<file path="config.mk">
export PLATFORM = sky130hd
export DESIGN_NAME = keypad_scanner_flat
export DESIGN_NICKNAME = d
export VERILOG_FILES = /design/src/rtl/keypad_scanner_if.sv /design/src/rtl/keypad_scanner.sv /design/src/flat_wrapper.sv
export SDC_FILE = /design/constraint.sdc
export NUM_CORES = 1
export LEC_CHECK = 0
export ABC_CLOCK_PERIOD_IN_PS = 4100
export CAP_MARGIN = 20
export CORE_ASPECT_RATIO = 1.25
export CORE_UTILIZATION = 30
export CTS_CLUSTER_SIZE = 24
export DETAILED_ROUTE_END_ITERATION = 16
export PLACE_DENSITY_LB_ADDON = 0.12
export SLEW_MARGIN = 20
export SYNTH_ARGS = -nofsm -noshare
export SYNTH_HDL_FRONTEND = slang
export SYNTH_SLANG_ARGS = --single-unit
</file>
<file path="constraint.sdc">
create_clock -name clk -period 4.1 [get_ports clk]
set_input_delay 0.82 -clock clk [delete_from_list [all_inputs] [get_ports clk]]
set_output_delay 0.82 -clock clk [all_outputs]
set_load 0.005 [all_outputs]
</file>
<file path="src/rtl/keypad_scanner_if.sv">
// ---------------------------------------------------------------------------
// keypad_scanner_if
//
// Purpose: bundles the scan strobe, the keypad matrix lines and the decoded
// key outputs of keypad_scanner into a single port.
//
// Signals:
//   scan_en   - one-clk scan strobe from the upstream prescaler
//   row_n     - keypad row lines, active-low, asynchronous to clk
//   col_n     - keypad column drive, active-low, one-hot-low
//   key_code  - accepted key code (column*4 + row)
//   key_valid - one-clk pulse when key_code is updated
//   key_held  - high while the accepted key remains pressed
//
// Modports:
//   slave  - the scanner itself (consumes strobe/rows, drives columns/keys)
//   master - the surrounding system / keypad (drives strobe/rows)
// ---------------------------------------------------------------------------
interface keypad_scanner_if;
  logic       scan_en;
  logic [3:0] row_n;
  logic [3:0] col_n;
  logic [3:0] key_code;
  logic       key_valid;
  logic       key_held;

  modport slave (
    input  scan_en,
    input  row_n,
    output col_n,
    output key_code,
    output key_valid,
    output key_held
  );

  modport master (
    output scan_en,
    output row_n,
    input  col_n,
    input  key_code,
    input  key_valid,
    input  key_held
  );
endinterface

</file>
<file path="src/rtl/keypad_scanner.sv">
// ---------------------------------------------------------------------------
// keypad_scanner
//
// Purpose: scans a 4x4 active-low keypad matrix one column per scan strobe,
// debounces presses and releases, and reports the accepted key.
//
// Ports:
//   clk    - system clock (50 MHz)
//   reset  - asynchronous active-high reset
//   kp     - keypad_scanner_if.slave bundle:
//              scan_en (in), row_n[3:0] (in), col_n[3:0] (out),
//              key_code[3:0] (out), key_valid (out), key_held (out)
//
// Parameter:
//   DEBOUNCE_SCANS - consecutive qualifying strobes needed to accept a press
//                    and, separately, to accept a release (1..15)
//
// Behaviour summary:
//   IDLE     : rotate the driven column on each strobe until a row reads low.
//   DEBOUNCE : column frozen; count strobes that see the same key.
//   HELD     : column frozen; count strobes with no row low to detect release.
// ---------------------------------------------------------------------------
module keypad_scanner #(
  parameter int DEBOUNCE_SCANS = 4
) (
  input  logic             clk,
  input  logic             reset,
  keypad_scanner_if.slave  kp
);

  localparam logic [1:0] ST_IDLE     = 2'd0;
  localparam logic [1:0] ST_DEBOUNCE = 2'd1;
  localparam logic [1:0] ST_HELD     = 2'd2;

  localparam logic [3:0] SCANS = 4'(DEBOUNCE_SCANS);

  // -------------------------------------------------------------------------
  // Row synchronizer. It samples every clock so that the value seen on a
  // strobe is always a settled two-flop copy of the pins; only the scan
  // state below is gated by scan_en.
  // -------------------------------------------------------------------------
  logic [3:0] row_meta_reg;
  logic [3:0] row_sync_reg;

  always_ff @(posedge clk or posedge reset) begin
    if (reset) begin
      row_meta_reg <= 4'hF;
      row_sync_reg <= 4'hF;
    end else begin
      row_meta_reg <= kp.row_n;
      row_sync_reg <= row_meta_reg;
    end
  end

  // -------------------------------------------------------------------------
  // Scan state
  // -------------------------------------------------------------------------
  logic [1:0] state_reg,     state_next;
  logic [1:0] col_reg,       col_next;
  logic [3:0] cand_reg,      cand_next;
  logic [3:0] press_cnt_reg, press_cnt_next;
  logic [3:0] rel_cnt_reg,   rel_cnt_next;
  logic [3:0] key_code_reg,  key_code_next;
  logic       key_valid_reg, key_valid_next;
  logic       key_held_reg,  key_held_next;

  // -------------------------------------------------------------------------
  // Hit decode: any low row is a hit, and the lowest-index low row wins when
  // several keys in the driven column are down together.
  // -------------------------------------------------------------------------
  logic       hit;
  logic [1:0] hit_row;
  logic [3:0] cand_code;

  always_comb begin
    hit_row = 2'd0;
    for (int i = 3; i >= 0; i--) begin
      if (!row_sync_reg[i]) begin
        hit_row = 2'(i);
      end
    end
  end

  assign hit       = ~(&row_sync_reg);
  assign cand_code = {col_reg, hit_row};

  // Saturating increments: counts stop at SCANS and can never wrap.
  logic [3:0] press_inc;
  logic [3:0] rel_inc;

  assign press_inc = (press_cnt_reg >= SCANS) ? SCANS : press_cnt_reg + 4'd1;
  assign rel_inc   = (rel_cnt_reg   >= SCANS) ? SCANS : rel_cnt_reg   + 4'd1;

  // -------------------------------------------------------------------------
  // Next-state logic. Nothing moves outside a strobe except key_valid, which
  // is a single-cycle pulse and therefore defaults back to 0.
  // -------------------------------------------------------------------------
  always_comb begin
    state_next     = state_reg;
    col_next       = col_reg;
    cand_next      = cand_reg;
    press_cnt_next = press_cnt_reg;
    rel_cnt_next   = rel_cnt_reg;
    key_code_next  = key_code_reg;
    key_valid_next = 1'b0;
    key_held_next  = key_held_reg;

    if (kp.scan_en) begin
      case (state_reg)
        ST_IDLE: begin
          if (!hit) begin
            col_next = col_reg + 2'd1;
          end else begin
            cand_next      = cand_code;
            press_cnt_next = 4'd1;
            rel_cnt_next   = 4'd0;
            if (SCANS == 4'd1) begin
              // A single qualifying strobe is already enough to accept.
              key_code_next  = cand_code;
              key_valid_next = 1'b1;
              key_held_next  = 1'b1;
              state_next     = ST_HELD;
            end else begin
              state_next = ST_DEBOUNCE;
            end
          end
        end

        ST_DEBOUNCE: begin
          // The column is frozen here, so a different code can only mean a
          // different row in the same column; treat it like a bounce.
          if (hit && (cand_code == cand_reg)) begin
            press_cnt_next = press_inc;
            if (press_inc == SCANS) begin
              key_code_next  = cand_reg;
              key_valid_next = 1'b1;
              key_held_next  = 1'b1;
              rel_cnt_next   = 4'd0;
              state_next     = ST_HELD;
            end
          end else begin
            press_cnt_next = 4'd0;
            col_next       = col_reg + 2'd1;
            state_next     = ST_IDLE;
          end
        end

        ST_HELD: begin
          if (hit) begin
            rel_cnt_next = 4'd0;
          end else if (rel_inc == SCANS) begin
            rel_cnt_next   = 4'd0;
            press_cnt_next = 4'd0;
            key_held_next  = 1'b0;
            col_next       = col_reg + 2'd1;
            state_next     = ST_IDLE;
          end else begin
            rel_cnt_next = rel_inc;
          end
        end

        default: begin
          // Unreachable encoding: fall back to a clean idle scan.
          press_cnt_next = 4'd0;
          rel_cnt_next   = 4'd0;
          key_held_next  = 1'b0;
          state_next     = ST_IDLE;
        end
      endcase
    end
  end

  // -------------------------------------------------------------------------
  // State registers. Reset aborts any press in progress; key_valid is forced
  // low so no acceptance can leak out across reset.
  // -------------------------------------------------------------------------
  always_ff @(posedge clk or posedge reset) begin
    if (reset) begin
      state_reg     <= ST_IDLE;
      col_reg       <= 2'd0;
      cand_reg      <= 4'd0;
      press_cnt_reg <= 4'd0;
      rel_cnt_reg   <= 4'd0;
      key_code_reg  <= 4'd0;
      key_valid_reg <= 1'b0;
      key_held_reg  <= 1'b0;
    end else begin
      state_reg     <= state_next;
      col_reg       <= col_next;
      cand_reg      <= cand_next;
      press_cnt_reg <= press_cnt_next;
      rel_cnt_reg   <= rel_cnt_next;
      key_code_reg  <= key_code_next;
      key_valid_reg <= key_valid_next;
      key_held_reg  <= key_held_next;
    end
  end

  // -------------------------------------------------------------------------
  // Outputs
  // -------------------------------------------------------------------------
  assign kp.col_n     = ~(4'b0001 << col_reg);
  assign kp.key_code  = key_code_reg;
  assign kp.key_valid = key_valid_reg;
  assign kp.key_held  = key_held_reg;

endmodule
</file>
<file path="src/flat_wrapper.sv">
// flat-port wrapper written by rule: the top's interface ports become plain ports
module keypad_scanner_flat 
#(
  parameter int DEBOUNCE_SCANS = 4
)
  (clk, reset, kp_scan_en, kp_row_n, kp_col_n, kp_key_code, kp_key_valid, kp_key_held);
  keypad_scanner_if kp_i ();
  input  logic clk;
  input  logic reset;
  input wire logic [$bits(kp_i.scan_en)-1:0] kp_scan_en;
  input wire logic [$bits(kp_i.row_n)-1:0] kp_row_n;
  output wire logic [$bits(kp_i.col_n)-1:0] kp_col_n;
  output wire logic [$bits(kp_i.key_code)-1:0] kp_key_code;
  output wire logic [$bits(kp_i.key_valid)-1:0] kp_key_valid;
  output wire logic [$bits(kp_i.key_held)-1:0] kp_key_held;
  assign kp_i.scan_en = kp_scan_en;
  assign kp_i.row_n = kp_row_n;
  assign kp_col_n = kp_i.col_n;
  assign kp_key_code = kp_i.key_code;
  assign kp_key_valid = kp_i.key_valid;
  assign kp_key_held = kp_i.key_held;
  keypad_scanner #(.DEBOUNCE_SCANS(DEBOUNCE_SCANS)) u_core (.clk(clk), .reset(reset), .kp(kp_i));
endmodule
</file>
[Yosys cells after proc, flatten, opt, wreduce, memory -nomap -nowiden]
Cells that the tools add are included.
Cells by class
  add/sub/neg operators: 3
  $lt $le $gt $ge: 2
  eq/ne operators: 13
  shift-type cells: 1
  mux-type cells: 37
  bitwise operators: 3
  reduce and logical (&&, ||, !) cells: 11
Operator list (count)
  $mux 4: 11
  $mux 2: 13
  $pmux 4 s3: 2
  $reduce_and 4->1: 4
  $pmux 2 s3: 2
  $reduce_and 6->1: 2
  $ne 2x1->1 const B: 5
  $add 4x1->4 const B: 2
  $eq 4x3->1 const B: 2
  $ge 4x3->1 const B: 2
  $mux 1: 8
  $reduce_and 5->1: 1
  $eq 4x4->1: 1
  $ne 2x2->1 const B: 2
  $not 4->4: 1
  $shl 1x2->4 const A: 1
  $ne 3x3->1 const B: 1
  $pmux 1 s3: 1
  $reduce_and 3->1: 1
  $reduce_bool 3->1: 1
  $add 2x1->2 const B: 1
  $eq 2x1->1 const B: 1
  $eq 2x2->1 const B: 1
  $logic_not 2->1: 1
  2 further kinds: 3
Word-level totals
  register bits: 30
  input bits: 7
  output and inout bits: 10

[Longest topological paths before layout]
Gate-level depths: netlist (run 1).
  depth in word-level cells: 9
  gate-level depth with buffers: 7

[Worst setup path after synthesis (run 1)]
Ideal clock, no wire load.
  path kind: register -> register
  start: register u_core.press_cnt_reg[0]
  end: register u_core.rel_cnt_reg[0]
  data arrival time: 1.819 ns
  data required time: 3.972 ns
  setup slack: 2.153 ns
  cell stages (with the launch flop): 7
  clock period less this slack: 1.947 ns
  path through: dfrtp_1 > ha_1 > inv_1 > a311oi_2 > a2111oi_4 > o221ai_2 > mux2_1
Between the ends
  cells in the longest elaborated chain, start to end: 5
RTL lines
  from (decl): line keypad_scanner.sv:61  | logic [3:0] press_cnt_reg, press_cnt_next;
  from (signal assigned): line keypad_scanner.sv:191  | press_cnt_reg <= press_cnt_next;
  $add 4x1->4 / $ge 4x3->1 (equally long branches): line keypad_scanner.sv:91  | assign press_inc = (press_cnt_reg >= SCANS) ? SCANS : press_cnt_reg + 4'd1;
  $mux 4 *: line keypad_scanner.sv:91
  $eq 4x3->1 *: line keypad_scanner.sv:134  | if (press_inc == SCANS) begin
  $ne 2x1->1 (no source line) *
  $reduce_and 4->1 (no source line) *
  to (signal assigned): line keypad_scanner.sv:192  | rel_cnt_reg <= rel_cnt_next;
  to (decl): line keypad_scanner.sv:62  | logic [3:0] rel_cnt_reg, rel_cnt_next;
Mark *: on every way between the ends. The rest lies on a longest branch, timed or not.
A chain may end at the register's enable or synchronous reset.

[Final worst setup path (run 1)]
  start: register u_core.col_reg[0]
  end: output port kp_col_n[2]
Between the ends
  cells in the longest elaborated chain, start to end: 2
RTL lines
  from (decl): line keypad_scanner.sv:59  | logic [1:0] col_reg, col_next;
  from (signal assigned): line keypad_scanner.sv:189  | col_reg <= col_next;
  $shl 1x2->4: line keypad_scanner.sv:202  | assign kp.col_n = ~(4'b0001 << col_reg);
  $not 4->4: line keypad_scanner.sv:202
  to (decl): line flat_wrapper.sv:12  | output wire logic [$bits(kp_i.col_n)-1:0] kp_col_n;
Every way passes these cells.

==> flow_summary.ini, run 1 <==
[outcome]
status = finished, final reports clean

[sta]
finalSetupTns_ns = 0
fmax_ghz = 0.4203
maxSlewHeadroom_pct = 61.31
timing.hold.ws_ns = 0.3549
hold_violations = 0
fin_crit_sh_pct = 58.03
worst_clock_skew_ns = 0.003935
finalSetupViolations = 0
slew_viol_final = 0
tightest_slew_ns = 0.5794
rsz0062_at_grt = false
min_period_ns = 2.379

[synthesis]
synthArstFlopShare_pct = 100.0
synth_top_area_share_pct = 35.74
postSynthCellCount = 136
synth.most_common_cell = dfrtp_1
ys_seq_elements = 30
synth.avg_cell_area_um2 = 11.33
syn_nets = 149
synth_common_cells = dfrtp_1 (22), inv_1 (12), nand2_1 (12)
synth_area_um2 = 1540
synth.distinct_cells = 42
synth_ff_type = dfrtp_1
yosysWarnings = 0
synth_top_area_cell = dfrtp_1
synth-edff-count = 0
synth.area.top_cells = dfrtp_1 (36%), dfstp_2 (14%), ha_1 (4.9%), mux2_4 (3.9%), a21oi_1 (3.2%)
synth.yosys.seq_area_share_pct = 49.39

[clocking]
root_buffer = clkbuf_8
clkSinkCount = 30
insertion_delay_ns = 0.28
htree_levels = 2
cts_buffers = 5
clockBufferDepth = 2
cts_tree = yes
cts_hold_buf = 0
cts.clk_slew.worst_paths_ns = 0.07
cts_resized = 0
post_cts_buffers = 0

[critical_path]
rr_worst_depth = 6
cp.required_ns = 3.28
worstSetupStartpointType = flip-flop
critPathMaxFanout = 4
reg2reg_from = u_core.press_cnt_reg[0]
critical_path_class = flip-flop to output pin
rrSetupSlack_ns = 1.90
reg2reg_to = u_core.rel_cnt_reg[0]
cp.arrival_ns = 1.56
setup.worst_path.end_class = output pin

[job]
drv_cap = 0

[floorplan]
rows = 28
fp.dieH_um = 82.11
num_io_pins = 17
die_area_um2 = 5427
start_util_pct = 31.86
core_um2 = 4835
die_w_um = 66.09

[global_routing]
antenna_found_initial = 0
grt_usage_pct = 12.69
grt_pass1_vias = 1090
overflow = 0
grt_max_degree = 28
grt_pass1_wl_um = 4919

[detailed_routing]
avgRoutedWirePerCell_um = 12.95
wl_um = 2798
ant_nets = 0
drc_errors = 0
dr.pass1.iters = 4
drt_iter0_markers = 23
vias = 1043
viasPerCell = 4.829

[power]
leakage_nw = 0.8025
ir_drop_mv = 0.1846
power.density_nw_per_um2 = 570.4

[final_layout]
fin_area_um2 = 1878
drive_above_1_share_pct = 21.15
antennaDiodeCount = 0
nets = 168
area_growth_pct = 21.93

[placement]
place_area_um2 = 1735
hpwl_um = 2019
gp_congestion = 0.7690
io_buffers = 16

[worst_hold_path]
worstHoldStart = u_core.row_meta_reg[1]
hold_depth = 0
whs_endpoint = u_core.row_sync_reg[1]
hold_class = flip-flop to flip-flop
-- worst max path at each step --
stage                                        from                    end  slack (ns)  depth (start not counted)
after global routing            u_core.col_reg[0]            kp_col_n[2]        1.60                          4
after detailed placement               kp_scan_en      u_core.col_reg[1]        1.64                          4
after global placement                 kp_scan_en      u_core.col_reg[1]        1.70                          4
after CTS                       u_core.col_reg[0]            kp_col_n[2]        1.70                          4
final                           u_core.col_reg[0]            kp_col_n[2]        1.72                          4
after floorplan           u_core.press_cnt_reg[0]  u_core.rel_cnt_reg[0]        2.15                          6
-- placed cells by master (no fill, tap or decap), types with 5 or more instances in the layout --
| cell type | Yosys | layout |
|---|---|---|
| inv_1 | 12 | 11 |
| nand3_1 | 5 | 5 |
| ha_1 | 6 | 6 |
| dfstp_2 | 8 | 8 |
| clkdlybuf4s50_1 | 0 | 16 |
| clkbuf_8 | 0 | 6 |
| nor2_1 | 6 | 6 |
| nand2_1 | 12 | 12 |
| o21ai_0 | 5 | 5 |
| a21oi_1 | 10 | 10 |
| dfrtp_1 | 22 | 22 |
-- metrics by stage --
stage	power, W	setup slack [ns]	util, %	std cells
detailed placement	0.0007095	1.637	35.90	208
finish	0.001071	1.721	38.85	216
global route	0.001150	1.603	38.85	216
global placement	0.0007037	1.701	35.90	208
floorplan	0.0006120	2.153	-	136
CTS	0.001087	1.698	38.85	216
-- logic make-up (layout without fill, tap and decap cells) --
logic type      Yosys count  in the layout  synth area share [%]
xor+xnor                  3              3                 1.706
mux                       8              8                 6.743
flops                    30             30                 49.39
simple gates             37             37                 12.75
fa+ha+maj                 6              6                 4.874
buf+inv                  18             38                 6.254
compound gates           34             34                 18.28
-- worst max-delay path, cell delays in order, from the launching register on --
cell	delay [ns]
dfrtp_1	0.42
inv_1	0.12
ha_1	0.21
inv_1	0.05
clkdlybuf4s50_1	0.48
-- area by class of cell --
class | count | area (um2)
Timing Repair Buffer | 17 | 167.7
Inverter | 13 | 48.80
Tap cell | 60 | 75.07
Sequential cell | 30 | 760.7
Clock inverter | 2 | 60.06
Fill cell | 493 | 2957
Clock buffer | 6 | 82.58
Multi-Input combinational cell | 88 | 683.2
-- per-layer routing --
layer,GRT usage [%],part of all wire (%)
met5,0,0
met4,6.383,1.9
met3,4.808,4.0
met2,21.73,50
met1,13.60,45
-- report_power, final --
part / switching [W] / internal [W] / total, W
logic: 0.000147 / 0.000143 / 0.000290
registers: 0.0000631 / 0.000347 / 0.000410
clock network: 0.000112 / 0.000259 / 0.000371
Power figures use the tool's default switching activity.
==> run 2: changes to the inputs <==
- ABC_CLOCK_PERIOD_IN_PS: 4100 -> 1900
- clock period: 4.1 -> 1.9 ns (I/O delays scaled with it)
==> run 2 against run 1 <==
  * Wire length up 15%
  * Via count up 9.2%
  * Combinational power rose to 3.0 times the previous value
  * Global-route usage up 0.77 points
  * Register-to-register slack worse by 1.9 ns
  * Sequential power up 110%
  * Critical endpoint is now u_core.kp.key_code[3]
==> flow_summary.ini, run 2 (synthesis gave the netlist of run 1 again) <==
[final_layout]
final_cells = 238
area_growth_pct = 34.44
final_common_cell = buf_4
fill_cells = 450
drive_above_1_share_pct = 36.52
nets = 190
antennaDiodeCount = 0
mostFrequentLayoutCells = buf_4 (22), dfrtp_1 (21), clkdlybuf4s50_1 (13)

[sta]
setup_slack_ns = 0.02686
tightest_slew_ns = 0.3931
worst_clock_skew_ns = 0.008219
slew_viol_final = 0
fin_crit_sh_pct = 98.59
rsz0062_at_grt = true
min_period_ns = 1.873
finalSetupViolations = 0
hold_violations = 0
fmax_ghz = 0.5339
finalSetupTns_ns = 0
maxSlewHeadroom_pct = 73.73

[clocking]
cts_buffers = 5
htree_levels = 2
cts.clk_slew.worst_paths_ns = 0.07
cts_hold_buf = 0
insertion_delay_ns = 0.28
cts_tree = yes
clkSinkCount = 30
clockBufferDepth = 2
root_buffer = clkbuf_8

[placement]
gp_congestion = 0.9025
hpwl_um = 2236
place_inst = 219
io_buffers = 16
detailedPlace.worstSlack_ns = -0.07098

[floorplan]
rows = 28
fp.dieH_um = 82.11
core_um2 = 4835
die_w_um = 66.09
die_area_um2 = 5427
num_io_pins = 17
start_util_pct = 31.86

[worst_hold_path]
whs_endpoint = u_core.row_sync_reg[0]
worstHoldStart = u_core.row_meta_reg[0]
hold_depth = 0
hold_class = flip-flop to flip-flop

[critical_path]
worstSetupStartpointType = flip-flop
critPathMaxFanout = 6
rrSetupSlack_ns = 0.03
setup.worst_path.end_class = flip-flop
cp.arrival_ns = 2.05
cp.required_ns = 2.07
critical_path_class = flip-flop to flip-flop
reg2reg_from = u_core.row_sync_reg[3]
rr_worst_depth = 5
reg2reg_to = u_core.kp.key_code[3]

[detailed_routing]
wl_um = 3213
ant_nets = 0
drt_iter0_markers = 27
drc_errors = 0
avgRoutedWirePerCell_um = 13.50
dr.pass1.iters = 4
viasPerCell = 4.786
vias = 1139

[job]
drv_cap = 0

[power]
ir_drop_mv = 0.5659
power.density_nw_per_um2 = 1104
leakage_nw = 0.9020

[global_routing]
grt_max_degree = 31
antenna_found_initial = 0
overflow = 0
grt_pass1_wl_um = 5292
grt_pass1_vias = 1092
grt_usage_pct = 13.46

[outcome]
status = finished, final reports clean
run 2: changes by cell type in the layout (fill, tap and decap cells not counted), moves of 2 or more:
cell,change
inv_2,+2
bufinv_16,-2
clkdlybuf4s50_1,-3
dlymetal6s2s_1,+3
a21oi_1,-3
a21oi_4,+2
buf_4,+21
inv_1,-2
run 2: worst max-delay path by stage:
stage	from	to	slack, ns
6_report	u_core.row_sync_reg[3]	u_core.kp.key_code[3]	0.03
5_1_grt	u_core.row_sync_reg[3]	u_core.kp.key_code[2]	-0.06
4_1_cts	u_core.row_sync_reg[3]	u_core.kp.key_code[3]	0.002
3_5_place_dp	u_core.row_sync_reg[2]	u_core.kp.key_code[0]	-0.07
3_3_place_gp	u_core.row_sync_reg[2]	u_core.kp.key_code[1]	-0.1
2_1_floorplan	u_core.press_cnt_reg[0]	u_core.kp.key_code[0]	-0.004
run 2: layer usage:
| layer | global-route usage, % | share of wire, % |
|---|---|---|
| met1 | 15.42 | 45 |
| met3 | 4.121 | 3.5 |
| met4 | 7.021 | 2.2 |
| met2 | 22.45 | 50 |
| met5 | 0 | 0 |
run 2: timing repair:
| item | 4_1_cts | 5_1_grt |
|---|---|---|
| gates resized for setup | 3 | 13 |
| endpoints found under the setup margin | 10 | 16 |
| buffers inserted | 4 | 7 |
| gates cloned | 0 | 0 |
| pin swaps | 3 | 7 |
run 2: worst max-delay path, stage by stage, from the launching register on:
cell and delay (ns):
dfstp_2 0.59, nand2_2 0.07, a31o_1 0.19, a211oi_2 0.23
and4b_2 0.37, mux2_4 0.32
run 2: report_power, final:
group          switching, W  internal, W  total (W)  leakage, nW
logic              0.000418     0.000458   0.000876        0.482
clock network      0.000255     0.000291   0.000546       0.0472
registers          0.000113     0.000751   0.000864        0.373
total              0.000786      0.00150    0.00229        0.902
run 2: cell type report:
type / instances / area [um2] / area share [%]
clock inverter: 2 / 12.51 / 0.6042
multi-input combinational: 88 / 752.0 / 36.31
sequential: 30 / 762.0 / 36.80
inverter: 13 / 48.80 / 2.356
timing repair buffer: 39 / 337.8 / 16.31
clock buffer: 6 / 82.58 / 3.988
tap: 60 / 75.07 / 3.625
run 2: metrics by stage:
stage          power, W  util [%]  area, um2  hold WS [ns]
6_report       0.002286     42.83       2071        0.3565
5_1_grt        0.002448     42.83       2071        0.3593
4_1_cts        0.002250     40.81       1973        0.3579
3_5_place_dp   0.001632     38.12       1843        0.3478
3_3_place_gp   0.001617     38.12       1843        0.3461
2_1_floorplan  0.001350         -       1565        0.3452
==> run 3: changes to the inputs <==
- ABC_AREA: not set -> 1
==> run 3 against run 2 <==
  * Fmax up 8.9%
  * Non-clock buffer count shrank 16
  * Combinational power up 11%
  * Sequential power is essentially flat
  * Design area fell by 4.7%
  * Core utilization decreased by 2.0 points
  * Register-to-register slack better by 0.20 ns
  * Die area fell by 0.32%
  * Sequential share of layout area grew 1.8 points
  * Highest routed layer unchanged
==> flow_summary.ini, run 3 <==
[synthesis]
synth.area.top_cells = dfrtp_1 (36%), dfstp_2 (14%), nand2_1 (11%), inv_1 (5.6%), ha_1 (4.9%)
synth-edff-count = 0
synth_ff_type = dfrtp_1
yosysWarnings = 0
synth_top_area_share_pct = 35.86
postSynthCellCount = 174
syn_nets = 187
synth_common_cells = nand2_1 (45), inv_1 (23), dfrtp_1 (22)
synth.most_common_cell = nand2_1
synth.avg_cell_area_um2 = 8.823
synthArstFlopShare_pct = 100.0
synth.distinct_cells = 24
ys_seq_elements = 30
synth_top_area_cell = dfrtp_1
synth_area_um2 = 1535
synth.yosys.seq_area_share_pct = 49.55

[detailed_routing]
avgRoutedWirePerCell_um = 10.64
vias = 1149
wl_um = 2820
viasPerCell = 4.336
drc_errors = 0
drt_iter0_markers = 67
ant_nets = 0
dr.pass1.iters = 4

[floorplan]
start_util_pct = 31.75
die_area_um2 = 5409
die_w_um = 65.99
num_io_pins = 17
fp.dieH_um = 81.98
rows = 28
core_um2 = 4835

[placement]
detailedPlace.worstSlack_ns = 0.2326
gp_congestion = 0.7858
hpwl_um = 2059
io_buffers = 16
place_inst = 251

[critical_path]
critical_path_class = flip-flop to output pin
worstSetupStartpointType = flip-flop
critPathTopFamily = buffers and inverters
crit_chain = inv_2, buf_4, ha_1, inv_1, dlygate4sd2_1
cp.required_ns = 1.52
critPathMaxFanout = 5
cp.arrival_ns = 1.34
setup.worst_path.end_class = output pin
rrSetupSlack_ns = 0.23
critical-path-max-stage-delay_ns = 0.41
reg2reg_to = u_core.state_reg[0]
critPathBufInv = 4
crit_start = u_core.col_reg[0]
slowest_stage = dfrtp_2
rr_worst_depth = 9
reg2reg_from = u_core.rel_cnt_reg[0]

[sta]
fmax_ghz = 0.5813
worst_clock_skew_ns = 0.002622
timing.hold.ws_ns = 0.3558
slew_viol_final = 0
setup_slack_ns = 0.1798
tightest_slew_ns = 0.3856
hold_violations = 0
min_period_ns = 1.720
rsz0062_at_grt = false
finalSetupTns_ns = 0
finalSetupViolations = 0
fin_crit_sh_pct = 90.54
maxSlewHeadroom_pct = 74.29

[final_layout]
antennaDiodeCount = 0
nets = 217
mostFrequentLayoutCells = nand2_1 (45), inv_1 (22), dfrtp_1 (21)
area_growth_pct = 28.52
final_cells = 265
final_common_cell = nand2_1
drive_above_1_share_pct = 27.80

[outcome]
status = finished, final reports clean

[global_routing]
grt_pass1_wl_um = 4988
antenna_found_initial = 0
overflow = 0
grt_usage_pct = 12.57
grt_pass1_vias = 1130
grt_max_degree = 31

[job]
drv_cap = 0

[clocking]
root_buffer = clkbuf_8
cts_buffers = 5
cts_hold_buf = 0
clkSinkCount = 30
clockBufferDepth = 2
htree_levels = 2
insertion_delay_ns = 0.28
cts_tree = yes
cts.clk_slew.worst_paths_ns = 0.06

[worst_hold_path]
whs_endpoint = u_core.row_sync_reg[1]
hold_class = flip-flop to flip-flop
hold_depth = 0
worstHoldStart = u_core.row_meta_reg[1]

[power]
total_power_w = 0.002639
power.density_nw_per_um2 = 1338
ir_drop_mv = 0.5103
leakage_nw = 1.037
## run 3: repair_timing
item	CTS	global route
resized for setup	1	5
buffers inserted	5	1
setup endpoints to repair	3	3
hold endpoints to repair	0	0
## run 3: worst max path at each step
stage / end / slack, ns / depth (start not counted)
after floorplan: u_core.state_reg[0] / 0.42 / 9
after CTS: kp_col_n[1] / 0.006 / 4
final: kp_col_n[2] / 0.18 / 5
after global placement: u_core.state_reg[0] / 0.23 / 6
after global routing: u_core.state_reg[0] / 0.09 / 9
after detailed placement: u_core.state_reg[0] / 0.23 / 6
## run 3: cells by family after synthesis
| logic type | share of synthesized area, % |
|---|---|
| flops | 49.55 |
| xor+xnor | 0.5706 |
| fa+ha+maj | 4.890 |
| simple gates | 32.52 |
| compound gates | 4.808 |
| buf+inv | 7.661 |
## run 3: routing by layer
| metal | vias to the layer above | share of wire [%] | global-route usage [%] |
|---|---|---|---|
| li1 | 603 | - | - |
| met1 | 520 | 46 | 14.09 |
| met2 | 20 | 48 | 21.43 |
| met3 | 6 | 3.4 | 4.167 |
| met4 | 0 | 2.2 | 5.745 |
| met5 | - | 0 | 0 |
## run 3: metrics by stage
step	utilization (%)	cell area [um2]
after global routing	40.81	1973
after detailed placement	36.78	1778
after CTS	40.48	1957
after floorplan	-	1535
after global placement	36.78	1778
final	40.81	1973
## run 3: cell type report
class	instances	area, um2
Clock buffer	6	82.58
Clock inverter	2	60.06
Fill cell	482	2861
Inverter	30	117.6
Multi-Input combinational cell	114	656.9
Sequential cell	30	762.0
Tap cell	60	75.07
Timing Repair Buffer	23	219.0
## run 3: where the power goes
| part | internal, W | switching (W) |
|---|---|---|
| clock network | 0.000559 | 0.000237 |
| logic | 0.000401 | 0.000575 |
| registers | 0.000758 | 0.000109 |
| total | 0.00172 | 0.000921 |
